<file path="src/rtl/eq2_cmp_pkg.sv">
// Shared definitions for the eq2_cmp comparator: cell geometry and the result flag bundle.
package eq2_cmp_pkg;

  localparam int CELL_W = 2;

  typedef struct packed {
    logic gt;
    logic eq;
    logic lt;
  } cmp_flags_t;

  // Number of 2-bit cells needed to cover an operand of width w.
  function automatic int num_cells(input int w);
    return (w + CELL_W - 1) / CELL_W;
  endfunction

endpackage

</file>
<file path="src/rtl/eq2_cmp_gt2_cell.sv">
// Purely combinational 2-bit unsigned compare cell producing greater-than and equal.
module gt2_cell (
  input  logic [1:0] x,
  input  logic [1:0] y,
  output logic       gt,
  output logic       eq
);

  logic eq_hi;
  logic eq_lo;

  assign eq_hi = x[1] ~^ y[1];
  assign eq_lo = x[0] ~^ y[0];

  assign gt = (x[1] & ~y[1]) | (eq_hi & x[0] & ~y[0]);
  assign eq = eq_hi & eq_lo;

endmodule

</file>
<file path="src/rtl/eq2_cmp.sv">
// Registered unsigned magnitude comparator built from cascaded 2-bit cells.
// One-cycle latency, one compare per cycle; flags hold while in_valid is low.
module eq2_cmp
  import eq2_cmp_pkg::*;
#(
  parameter int WIDTH = 2
) (
  input  logic             clk,
  input  logic             reset,
  input  logic             in_valid,
  input  logic [WIDTH-1:0] a,
  input  logic [WIDTH-1:0] b,
  output logic             out_valid,
  output logic             a_gt_b,
  output logic             a_eq_b,
  output logic             a_lt_b
);

  localparam int NC = num_cells(WIDTH);
  localparam int EW = NC * CELL_W;

  logic [EW-1:0] a_ext;
  logic [EW-1:0] b_ext;
  logic [NC-1:0] cell_gt;
  logic [NC-1:0] cell_eq;
  logic [NC:0]   gt_chain;
  logic [NC:0]   eq_chain;
  cmp_flags_t    flags_d;
  cmp_flags_t    flags_q;
  logic          valid_q;

  // Odd widths leave the top bit of the MS cell at zero on both sides.
  assign a_ext = EW'(a);
  assign b_ext = EW'(b);

  assign gt_chain[0] = 1'b0;
  assign eq_chain[0] = 1'b1;

  // The chain runs from the LS cell upward so that each more significant
  // cell overrides the decision of everything below it unless it is equal.
  for (genvar i = 0; i < NC; i++) begin : g_cell
    gt2_cell u_cell (
      .x  (a_ext[CELL_W*i +: CELL_W]),
      .y  (b_ext[CELL_W*i +: CELL_W]),
      .gt (cell_gt[i]),
      .eq (cell_eq[i])
    );

    assign gt_chain[i+1] = cell_gt[i] | (cell_eq[i] & gt_chain[i]);
    assign eq_chain[i+1] = cell_eq[i] & eq_chain[i];
  end

  always_comb begin
    flags_d    = '0;
    flags_d.gt = gt_chain[NC];
    flags_d.eq = eq_chain[NC];
    flags_d.lt = ~gt_chain[NC] & ~eq_chain[NC];
  end

  always_ff @(posedge clk) begin
    if (reset) begin
      valid_q <= 1'b0;
      flags_q <= '0;
    end else begin
      valid_q <= in_valid;
      if (in_valid) begin
        flags_q <= flags_d;
      end
    end
  end

  assign out_valid = valid_q;
  assign a_gt_b    = flags_q.gt;
  assign a_eq_b    = flags_q.eq;
  assign a_lt_b    = flags_q.lt;

endmodule

</file>
<file path="config.mk">
export PLATFORM = sky130hd
export DESIGN_NAME = eq2_cmp
export DESIGN_NICKNAME = d
export VERILOG_FILES = /design/src/rtl/eq2_cmp_pkg.sv /design/src/rtl/eq2_cmp_gt2_cell.sv /design/src/rtl/eq2_cmp.sv
export SDC_FILE = /design/constraint.sdc
export NUM_CORES = 1
export LEC_CHECK = 0
export BUFFER_PORTS_ARGS = -buffer_cell sky130_fd_sc_hd__clkbuf_2
export CAP_MARGIN = 5
export CORE_AREA = 2 2 39 41
export DETAILED_ROUTE_END_ITERATION = 10
export DIE_AREA = 0 0 41 43
export PLACE_DENSITY = 0.37
export REMOVE_ABC_BUFFERS = 1
export SYNTH_ARGS = -nofsm -noshare
export SYNTH_HDL_FRONTEND = slang
export SYNTH_SLANG_ARGS = --single-unit
</file>
<file path="constraint.sdc">
create_clock -name clk -period 1.1 [get_ports clk]
set_input_delay 0.33 -clock clk [delete_from_list [all_inputs] [get_ports clk]]
set_output_delay 0.33 -clock clk [all_outputs]
set_load 0.01 [all_outputs]
</file>
==> results of run 1 <==
cell usage after synthesis:
cell type / n
sky130_fd_sc_hd__or2_1: 1
sky130_fd_sc_hd__ha_1: 1
sky130_fd_sc_hd__nor2_1: 1
sky130_fd_sc_hd__o2111a_1: 1
sky130_fd_sc_hd__nand2_1: 2
sky130_fd_sc_hd__inv_1: 3
sky130_fd_sc_hd__nand3b_1: 1
sky130_fd_sc_hd__dfxtp_1: 4
sky130_fd_sc_hd__nor2b_1: 3
sky130_fd_sc_hd__o41ai_2: 1
sky130_fd_sc_hd__or3b_1: 1
sky130_fd_sc_hd__a311oi_1: 1
worst min-delay path by stage:
stage                 from   endpoint  slack [ns]
finish               reset     a_gt_b        0.35
global route         reset     a_gt_b        0.37
CTS                  reset     a_gt_b        0.35
detailed placement  a_gt_b     a_gt_b        0.50
global placement    a_gt_b     a_gt_b        0.49
floorplan            reset  out_valid        0.40
state kept, by name, indices dropped and copies added (netlist names):
signal,cells
a_eq_b,1
out_valid,1
a_lt_b,1
a_gt_b,1
area by class of cell:
| type | count | area share |
|---|---|---|
| clock buffer | 3 | 0.0789 |
| inverter | 3 | 0.0395 |
| multi-input combinational | 13 | 0.355 |
| sequential | 4 | 0.281 |
| tap | 16 | 0.0702 |
| timing repair buffer | 10 | 0.175 |
where the power goes:
part	leakage [nW]	total [mW]	internal, mW	switching (mW)
clock	0.0138	0.173	0.121	0.0515
combinational	0.0935	0.0593	0.0287	0.0306
sequential	0.0331	0.159	0.156	0.00341
metal layers:
metal / part of all wire / track usage
met3: 0.12 / 0.0785
met5: 0 / 0
met2: 0.43 / 0.0938
met1: 0.44 / 0.0645
met4: 0 / 0
logic make-up after synthesis:
| logic type | after synthesis | synth area share |
|---|---|---|
| buffers and inverters | 3 | 0.0584 |
| adder cells (fa/ha/maj) | 1 | 0.0649 |
| AND/OR/NAND/NOR | 9 | 0.273 |
| AO/OA/AOI/OAI | 3 | 0.188 |
| flip-flops | 4 | 0.416 |
per-stage QoR:
stage / hold slack, ns / worst slack [ns] / setup TNS, ns
floorplan: 0.402 / 0.0778 / 0
global placement: 0.495 / -0.0435 / -0.0837
detailed placement: 0.495 / -0.0600 / -0.0883
CTS: 0.350 / 0.0887 / 0
global route: 0.367 / 0.0621 / 0
finish: 0.352 / 0.0999 / 0
==> metrics.md, run 1 <==
| Metric | Value |
|---|---|
| Final Instance Count excl. Fillers | 49 |
| Boundary pin count | 11 |
| Vias in the first global route | 198 |
| Fraction of layout instances using a drive strength above 1 | 0.424 |
| Worst Hold Depth | 2 |
| Total number of vias | 192 |
| Crit path to | a_gt_b |
| Setup slack of the worst register-to-register path | 0.28 ns |
| Area of the die | 1760 um2 |
| Combined area of the multi-input logic cells | 101 um2 |
| CP Class | reg -> out |
| Pins over their slew limit | 0 |
| Global Route Usage Sum | 0.0653 |
| Worst path max stage delay | 0.31 ns |
| Vert. Die Dim | 43 um |
| Utilization after layout | 0.206 |
| Final number of setup-violating endpoints | 0 |
| Wire length of the first global-routing pass | 710 um |
| Initial antenna violation count | 0 |
| Summed area of non-filler cells in the final layout | 285 um2 |
| Achievable Freq | 1.00 GHz |
| Total length of routed wires | 433 um |
| CTS Buf Count | 3 |
| Total gr overflow | 0 |
| Cell taking the most area after synthesis | sky130_fd_sc_hd__dfxtp_1 |
| Power Total | 0.391 mW |
| Clk_lat worst skew | 0.23 ns |
| DR WL/cell | 8.84 um |
| Standard-cell rows | 14 |
| Worst vdd ir | 0.653 mV |
| Critical path's top delay family | flip-flops |
| Number of levels the H-tree was split into | 1 |
| Number of cells on the worst reg-to-reg path | 2 |
| Horiz. Die Dim | 41 um |
| Run status | finished, final reports clean |
| Ratio of total power to cell area | 1370 nW/um2 |
| Critical path depth | 1 |
| Leakage power | 0.140 nW |
| Max_slew headroom | 0.858 |
| Capture instance of the worst register-to-register path | a_eq_b |
| CP cell instances | clkbuf_2 |
| Synthesized instance count | 20 |
| Iteration-0 DRC count of the detailed router | 0 |
| Data required time at the worst endpoint | 0.77 ns |
| Number of different library cells in the post-synthesis netlist | 12 |
| Hold Crit Class | in -> reg |
| Number of input and output port buffers inserted | 10 |
| Number of max-cap violations | 0 |
| Post-CTS resize count | 0 |
| Highest-count cells in the layout ignoring fill and taps | sky130_fd_sc_hd__clkbuf_2 (10), sky130_fd_sc_hd__dfxtp_1 (4), sky130_fd_sc_hd__nor2b_1 (3), sky130_fd_sc_hd__inv_1 (3), sky130_fd_sc_hd__clkbuf_4 (3) |
| Sink Count | 4 |
| Commonest non-fill, non-tap cell in the layout | sky130_fd_sc_hd__clkbuf_2 |
| CP Launch Type | flip-flop |
| Main area contributors after synthesis | sky130_fd_sc_hd__dfxtp_1 (42%), sky130_fd_sc_hd__nor2b_1 (9.7%), sky130_fd_sc_hd__o41ai_2 (8.4%), sky130_fd_sc_hd__ha_1 (6.5%), sky130_fd_sc_hd__inv_1 (5.8%) |
| Worst clock skew | 0 ns |
| Data arrival time of the worst path | 0.67 ns |
| Total of flip-flops plus latches after synthesis | 4 |
| Final HPWL DP | 355 um |
| Ant. Diodes | 0 |
| Post-synthesis instance area | 193 um2 |
| Hold Buf Count CTS | 0 |
| Worst-path clk slew | 0.03 ns |
| Postcts setup bufs | 0 |
| Slew @ Worst Pin | 0.211 ns |
| Final routed DRC violation total | 0 |
| Portion of the clock cycle consumed by the worst path in the final layout | 0.909 |
| Critical R2R Launch | a_eq_b |
| Net total in the final layout | 43 |
| Global placer's final weighted congestion | 0.643 |
| Synth-to-layout area growth | 48.1% |
| Initial cell density of the core | 0.139 |
| Number of iterations in the first detailed-routing pass | 1 |
| Worst setup startpoint | a_gt_b |
| Vias per cell | 3.92 |
| Core region area | 1380 um2 |
| Hold Fails Final Rpt | 0 |
| Syn. warnings | 0 |
| Maximum number of pins on one net before global-route repair | 8 |
| Clock tree root driver cell | sky130_fd_sc_hd__clkbuf_4 |
| Post-synth top area share | 0.416 |
| Sequential fraction of the synthesis area | 0.416 |
| Count of buffer and inverter cells on the critical path | 1 |
| Maximum fanout along the worst path | 2 |
| Number of placed cells counting well taps | 46 |
| Highest-delay cell along the critical path | sky130_fd_sc_hd__dfxtp_1 |
| Count of nets left with antenna violations after detail routing | 0 |
| CTS tree | built |
| Worst Setup End Kind | primary output |
| FF/Latch Area | 80.1 um2 |
| Placement-stage cell area | 263 um2 |
| Max clock buf depth | 2 |
| Fillcell total | 157 |
| RSZ-0062 raised after global routing | false |
| Final critical-path required period | 1.00 ns |
| Avg Inst Size Synth | 9.63 um2 |
Note: power is estimated with default switching activity, not from simulation.
==> run 2: changes to the inputs <==
--- a/config.mk
+++ b/config.mk
@@ -10,8 +10,9 @@
 export CORE_AREA = 2 2 39 41
 export DETAILED_ROUTE_END_ITERATION = 10
 export DIE_AREA = 0 0 41 43
-export PLACE_DENSITY = 0.37
+export PLACE_DENSITY = 0.36
 export REMOVE_ABC_BUFFERS = 1
 export SYNTH_ARGS = -nofsm -noshare
 export SYNTH_HDL_FRONTEND = slang
+export SYNTH_HIERARCHICAL = 1
 export SYNTH_SLANG_ARGS = --single-unit
==> metrics.md, run 2 <==
| Metric | Value |
|---|---|
| Run status | complete, but fails checks |
| Failing checks | negative setup slack |
| Vias in the first global route | 181 (-8.6%) |
| Final critical-path required period | 1.22 ns (+0.216 ns) |
| Clock tree root driver cell | sky130_fd_sc_hd__clkbuf_4 |
| Number of levels the H-tree was split into | 1 (unchanged) |
| Vias per cell | 3.42 (-13%) |
| Synth Flop Type | sky130_fd_sc_hd__dfxtp_1 |
| Post-synthesis instance area | 181 um2 (-5.8%) |
| Power Total | 0.415 mW (+6.1%) |
| CP Launch Type | primary input |
| Portion of the clock cycle consumed by the worst path in the final layout | 1.11 (+0.196) |
| Utilization after layout | 0.221 (+0.0145) |
| Horiz. Die Dim | 41 um (unchanged) |
| Net total in the final layout | 42 (-2.3%) |
| Final Instance Count excl. Fillers | 48 (-2.0%) |
| CTS tree | built |
| Initial antenna violation count | 0 (unchanged) |
| Achievable Freq | 0.823 GHz (-18%) |
| Boundary pin count | 11 (unchanged) |
| Standard-cell rows | 14 (unchanged) |
| Synthesized instance count | 18 (-10%) |
| Ratio of total power to cell area | 1360 nW/um2 (-0.88%) |
| Sink Count | 4 (unchanged) |
| Pins over their slew limit | 0 (unchanged) |
| Ant. Diodes | 0 (unchanged) |
| Number of enable flip-flop cells after synthesis | 0 (unchanged) |
| Hold Crit Class | in -> reg |
| Synth-to-layout area growth | 68.3% |
| Commonest non-fill, non-tap cell in the layout | sky130_fd_sc_hd__clkbuf_2 |
| Total length of routed wires | 410 um (-5.3%) |
| RSZ-0062 raised after global routing | true |
| Worst Setup End Kind | flip-flop |
| Main area contributors after synthesis | sky130_fd_sc_hd__dfxtp_1 (44%), sky130_fd_sc_hd__mux2i_1 (11%), sky130_fd_sc_hd__ha_1 (6.9%), sky130_fd_sc_hd__a21oi_2 (4.8%), sky130_fd_sc_hd__a31o_2 (4.8%) |
| Number of max-cap violations | 0 (unchanged) |
| Data arrival time of the worst path | 1.38 ns (+0.71 ns) |
| Number of iterations in the first detailed-routing pass | 2 (+1) |
| Maximum number of pins on one net before global-route repair | 5 (-3) |
| Total number of vias | 164 (-15%) |
| Slew @ Worst Pin | 0.127 ns (-0.0838 ns) |
| Total gr overflow | 0 (unchanged) |
| Area of the die | 1760 um2 (unchanged) |
| Cell with the most instances after synthesis | sky130_fd_sc_hd__dfxtp_1 |
| Fillcell total | 156 (-0.64%) |
| Worst setup startpoint | a[1] |
| Final HPWL DP | 323 um (-9.0%) |
| Maximum fanout along the worst path | 2 (unchanged) |
| DR WL/cell | 8.54 um (-3.3%) |
| Total of flip-flops plus latches after synthesis | 4 (unchanged) |
| Core region area | 1380 um2 (unchanged) |
| Post-synth top area share | 0.441 (+0.0258) |
| Final number of setup-violating endpoints | 1 (+1) |
| Count of nets left with antenna violations after detail routing | 0 (unchanged) |
| Fraction of layout instances using a drive strength above 1 | 0.594 (+0.170) |
| Iteration-0 DRC count of the detailed router | 2 (+2) |
| Worst vdd ir | 0.525 mV (-20%) |
| Syn. warnings | 6 (+6) |
| CTS Buf Count | 3 (unchanged) |
| Wire length of the first global-routing pass | 738 um (+3.9%) |
| Worst-path clk slew | 0.04 ns (about the same) |
| Final worst-path setup slack | -0.116 ns (-0.216 ns) |
| CP Class | in -> reg |
| Avg Inst Size Synth | 10.1 um2 (+4.6%) |
| Setup Total Neg Slack | -0.116 ns (-0.116 ns) |
| Max_slew headroom | 0.913 (+0.0550) |
| Final routed DRC violation total | 0 (unchanged) |
| Ranking of synthesized cells by instance count | sky130_fd_sc_hd__dfxtp_1 (4), sky130_fd_sc_hd__inv_1 (2), sky130_fd_sc_hd__mux2i_1 (2), sky130_fd_sc_hd__nor2_1 (2) |
| Initial cell density of the core | 0.131 (-0.00814) |
| Hold Fails Final Rpt | 0 (unchanged) |
| Origin of the worst min-delay path | reset |
| Global Route Usage Sum | 0.0662 (+0.000872) |
| Global placer's final weighted congestion | 0.587 (-8.7%) |
| Critical R2R Launch | a_eq_b |
| Async S/R FF share, synth | 0 (unchanged) |
| Number of input and output port buffers inserted | 10 (unchanged) |
| Max clock buf depth | 2 (unchanged) |
| Number of placed cells counting well taps | 45 (-2.2%) |
| Number of different library cells in the post-synthesis netlist | 12 (unchanged) |
| Cell taking the most area after synthesis | sky130_fd_sc_hd__dfxtp_1 |
| Worst clock skew | 0 ns (unchanged) |
| Sequential fraction of the synthesis area | 0.441 (+0.0258) |
| Leakage power | 0.147 nW (+4.7%) |
| Data required time at the worst endpoint | 1.27 ns (+0.50 ns) |
| Highest-count cells in the layout ignoring fill and taps | sky130_fd_sc_hd__clkbuf_2 (10), sky130_fd_sc_hd__dfxtp_1 (4), sky130_fd_sc_hd__clkbuf_4 (3), sky130_fd_sc_hd__mux2i_1 (2), sky130_fd_sc_hd__nor2_1 (2) |
| Clk_lat worst skew | 0.23 ns (about the same) |
| Vert. Die Dim | 43 um (unchanged) |
-- run 2: cell count changes in the layout (fill, tap and decap cells not counted), moves of 2 or more --
| cell | before | now |
|---|---|---|
| sky130_fd_sc_hd__inv_1 | 3 | 1 |
| sky130_fd_sc_hd__nand2_1 | 2 | 0 |
| sky130_fd_sc_hd__nor2b_1 | 3 | 1 |
| sky130_fd_sc_hd__mux2i_1 | 0 | 2 |
-- run 2: path summary, 6_finish.rpt --
kind	slack [ns]	cells after the start	endpoint
setup / recovery	-0.12	5	a_lt_b
hold / removal	0.32	2	a_lt_b
setup reg to reg	0.51	2	a_eq_b
hold reg to reg	0.49	2	a_lt_b
-- run 2: repair_timing --
item                       CTS  global route
hold buffers                 0             0
resized for setup            3             1
buffers inserted             0             0
setup endpoints to repair    1             1
pin swaps                    4             0
-- run 2: routing by layer --
| layer | routed length, um | vias to the layer above | track usage | share of wire |
|---|---|---|---|---|
| met3 | 47 | 0 | 0.0157 | 0.11 |
| met2 | 152 | 10 | 0.0688 | 0.37 |
| met1 | 210 | 67 | 0.0929 | 0.51 |
| met5 | 0 | - | 0 | 0 |
| li1 | - | 87 | - | - |
| met4 | 0 | 0 | 0.0800 | 0 |
-- run 2: cell families (layout without fill, tap and decap cells) --
logic type / Yosys count / after routing / synth area share
AND/OR/NAND/NOR: 6 / 6 / 0.193
flip-flops: 4 / 4 / 0.441
AO/OA/AOI/OAI: 2 / 2 / 0.0966
multiplexers: 2 / 2 / 0.110
buffers and inverters: 2 / 16 / 0.0414
adder cells (fa/ha/maj): 1 / 1 / 0.0690
XOR/XNOR: 1 / 1 / 0.0483
-- run 2: critical path, stage by stage --
cell and delay, ns:
sky130_fd_sc_hd__clkbuf_2 0.10, sky130_fd_sc_hd__ha_4 0.23, sky130_fd_sc_hd__a31o_4 0.24, sky130_fd_sc_hd__or3b_4 0.37, sky130_fd_sc_hd__a21oi_2 0.11
-- run 2: cell type report --
class / instances / area [um2] / area share
inverters: 2 / 7.51 / 0.0246
multi-input cells: 12 / 118 / 0.385
flip-flops and latches: 4 / 80.1 / 0.262
repair buffers: 11 / 57.6 / 0.189
well taps: 16 / 20.0 / 0.0656
clock buffers: 3 / 22.5 / 0.0738
-- run 2: power breakdown --
group / leakage, nW / internal [mW] / switching, mW / total [mW]
Clock: 0.0138 / 0.122 / 0.0559 / 0.178
Combinational: 0.100 / 0.0436 / 0.0348 / 0.0784
Sequential: 0.0329 / 0.155 / 0.00401 / 0.159
-- run 2: through the flow --
step                area [um2]  setup slack (ns)  hold slack, ns
global route               305            -0.161           0.321
CTS                        303            -0.112           0.307
global placement           259            -0.412           0.473
detailed placement         259            -0.436           0.473
floorplan                  181            -0.304           0.392
finish                     305            -0.116           0.315
==> run 3: changes to the inputs <==
==> constraint.sdc (replaced) <==
create_clock -name clk -period 1.1 [get_ports clk]
set_input_delay 0.11 -clock clk [delete_from_list [all_inputs] [get_ports clk]]
set_output_delay 0.11 -clock clk [all_outputs]
set_load 0.01 [all_outputs]
==> metrics.md, run 3 (synthesis results as in run 2) <==
| Metric | Value |
|---|---|
| Number of cells on the worst reg-to-reg path | 2 (unchanged) |
| Placement-stage worst setup slack | -0.219 ns (+0.217 ns) |
| Commonest non-fill, non-tap cell in the layout | sky130_fd_sc_hd__clkbuf_2 |
| Vias in the first global route | 167 (-7.7%) |
| Area of the die | 1760 um2 (unchanged) |
| Leakage power | 0.142 nW (-3.3%) |
| Boundary pin count | 11 (unchanged) |
| Critical path's top delay family | simple AND/OR/NAND/NOR gates |
| Maximum number of pins on one net before global-route repair | 6 (+1) |
| Highest-delay cell along the critical path | sky130_fd_sc_hd__or3b_4 |
| Critical path depth | 6 (+1) |
| Worst Setup End Kind | flip-flop |
| Summed area of non-filler cells in the final layout | 298 um2 (-2.5%) |
| Number of input and output port buffers inserted | 10 (unchanged) |
| CP cell instances | clkbuf_2, inv_2, ha_4, a31o_4, or3b_4, a21oi_2 |
| Initial cell density of the core | 0.131 (unchanged) |
| Final Instance Count excl. Fillers | 47 (-2.1%) |
| Placement-stage cell area | 251 um2 (-2.9%) |
| Ratio of total power to cell area | 1370 nW/um2 (+0.40%) |
| Number of levels the H-tree was split into | 1 (unchanged) |
| Max_slew headroom | 0.920 (+0.00777) |
| Total number of vias | 184 (+12%) |
| Vias per cell | 3.91 (+15%) |
| Slew @ Worst Pin | 0.116 ns (-0.0113 ns) |
| Count of nets left with antenna violations after detail routing | 0 (unchanged) |
| Pins over their slew limit | 0 (unchanged) |
| Worst-path clk slew | 0.03 ns (about the same) |
| Data required time at the worst endpoint | 1.26 ns (about the same) |
| Switching Fraction | 0.218 (-0.0102) |
| Vert. Die Dim | 43 um (unchanged) |
| Clock tree root driver cell | sky130_fd_sc_hd__clkbuf_4 |
| Global placer's final weighted congestion | 0.576 (-1.8%) |
| Worst Hold Depth | 2 (unchanged) |
| CTS tree | built |
| CP Launch Type | primary input |
| Post-CTS resize count | 0 (-3) |
| Total length of routed wires | 411 um (+0.24%) |
| Final critical-path required period | 1.03 ns (-0.184 ns) |
| Clock network fraction of design power | 0.423 (-0.005) |
| Final number of setup-violating endpoints | 0 (-1) |
| Max clock buf depth | 2 (unchanged) |
| Hold Fails Final Rpt | 0 (unchanged) |
| Final worst-path setup slack | 0.0682 ns (+0.184 ns) |
| Total gr overflow | 0 (unchanged) |
| Hold Crit Class | in -> reg |
| Achievable Freq | 0.969 GHz (+18%) |
| Horiz. Die Dim | 41 um (unchanged) |
| Synth-to-layout area growth | 64.1% |
| Part of the power in combinational logic | 0.186 (-0.003) |
| DR WL/cell | 8.74 um (+2.4%) |
| Sink Count | 4 (unchanged) |
| Worst path max stage delay | 0.39 ns (+0.02 ns) |
| Worst vdd ir | 0.482 mV (-8.3%) |
| Final routed DRC violation total | 0 (unchanged) |
| Hold Buf Count CTS | 0 (unchanged) |
| CP Class | in -> reg |
| Clk_lat worst skew | 0.23 ns (about the same) |
| Final HPWL DP | 322 um (-0.28%) |
| Global Route Usage Sum | 0.0542 (-0.0120) |
| Highest-count cells in the layout ignoring fill and taps | sky130_fd_sc_hd__clkbuf_2 (10), sky130_fd_sc_hd__dfxtp_1 (4), sky130_fd_sc_hd__clkbuf_4 (3), sky130_fd_sc_hd__mux2i_1 (2), sky130_fd_sc_hd__nor2_1 (2) |
| RSZ-0062 raised after global routing | false |
| Iteration-0 DRC count of the detailed router | 3 (+1) |
| Register share of total power | 0.392 (+0.009) |
| Internal Pwr Total | 0.318 mW (-0.77%) |
| Wire length of the first global-routing pass | 614 um (-17%) |
| Worst clock skew | 0 ns (unchanged) |
| Postcts setup bufs | 0 (unchanged) |
| Number of max-cap violations | 0 (unchanged) |
| Number of iterations in the first detailed-routing pass | 2 (unchanged) |
| Ant. Diodes | 0 (unchanged) |
| Fraction of layout instances using a drive strength above 1 | 0.581 (-0.0131) |
| Core region area | 1380 um2 (unchanged) |
| Standard-cell rows | 14 (unchanged) |
| Initial antenna violation count | 0 (unchanged) |
| Data arrival time of the worst path | 1.19 ns (-0.19 ns) |
| Maximum fanout along the worst path | 2 (unchanged) |
| Net total in the final layout | 41 (-2.4%) |
| Portion of the clock cycle consumed by the worst path in the final layout | 0.938 (-0.167) |
| Number of placed cells counting well taps | 44 (-2.2%) |
| Net switching power | 0.0886 mW (-6.5%) |
| Run status | finished, final reports clean |
| CTS Buf Count | 3 (unchanged) |
| Count of buffer and inverter cells on the critical path | 2 (+1) |
[run 3: layout make-up]
| type | instances | area, um2 |
|---|---|---|
| clock buffer | 3 | 22.5 |
| fill | 157 | 1090 |
| inverter | 2 | 7.51 |
| multi-input combinational | 12 | 118 |
| sequential | 4 | 80.1 |
| tap | 16 | 20.0 |
| timing repair buffer | 10 | 50.0 |
[run 3: metal layers]
metal	vias up	wire (um)	global-route usage
li1	85	-	-
met1	89	184	0.0641
met2	10	182	0.0688
met3	0	45	0.0314
met4	0	0	0.0400
met5	-	0	0
[run 3: path summary, 6_finish.rpt]
| kind | start | to | slack [ns] |
|---|---|---|---|
| worst max-delay path | b[1] | a_lt_b | 0.07 |
| worst max register to register | a_gt_b | a_gt_b | 0.51 |
| worst min register to register | a_lt_b | a_lt_b | 0.47 |
| worst min-delay path | reset | a_lt_b | 0.09 |
[run 3: power by group through the flow]
stage / sequential, mW / combinational [mW] / clock, mW
after floorplan: 0.165 / 0.0286 / 0
after global placement: 0.161 / 0.0610 / 0
after detailed placement: 0.161 / 0.0623 / 0
after CTS: 0.159 / 0.0630 / 0.182
after global routing: 0.160 / 0.0846 / 0.191
final: 0.159 / 0.0754 / 0.172
[run 3: metrics by stage]
stage / utilization / setup TNS (ns) / total power [mW] / hold slack [ns]
2_1_floorplan: - / -0.0839 / 0.194 / 0.172
3_3_place_gp: 0.182 / -0.211 / 0.222 / 0.326
3_5_place_dp: 0.182 / -0.219 / 0.224 / 0.326
4_1_cts: 0.198 / 0 / 0.404 / 0.0875
5_1_grt: 0.215 / 0 / 0.436 / 0.0895
6_report: 0.215 / 0 / 0.406 / 0.0941
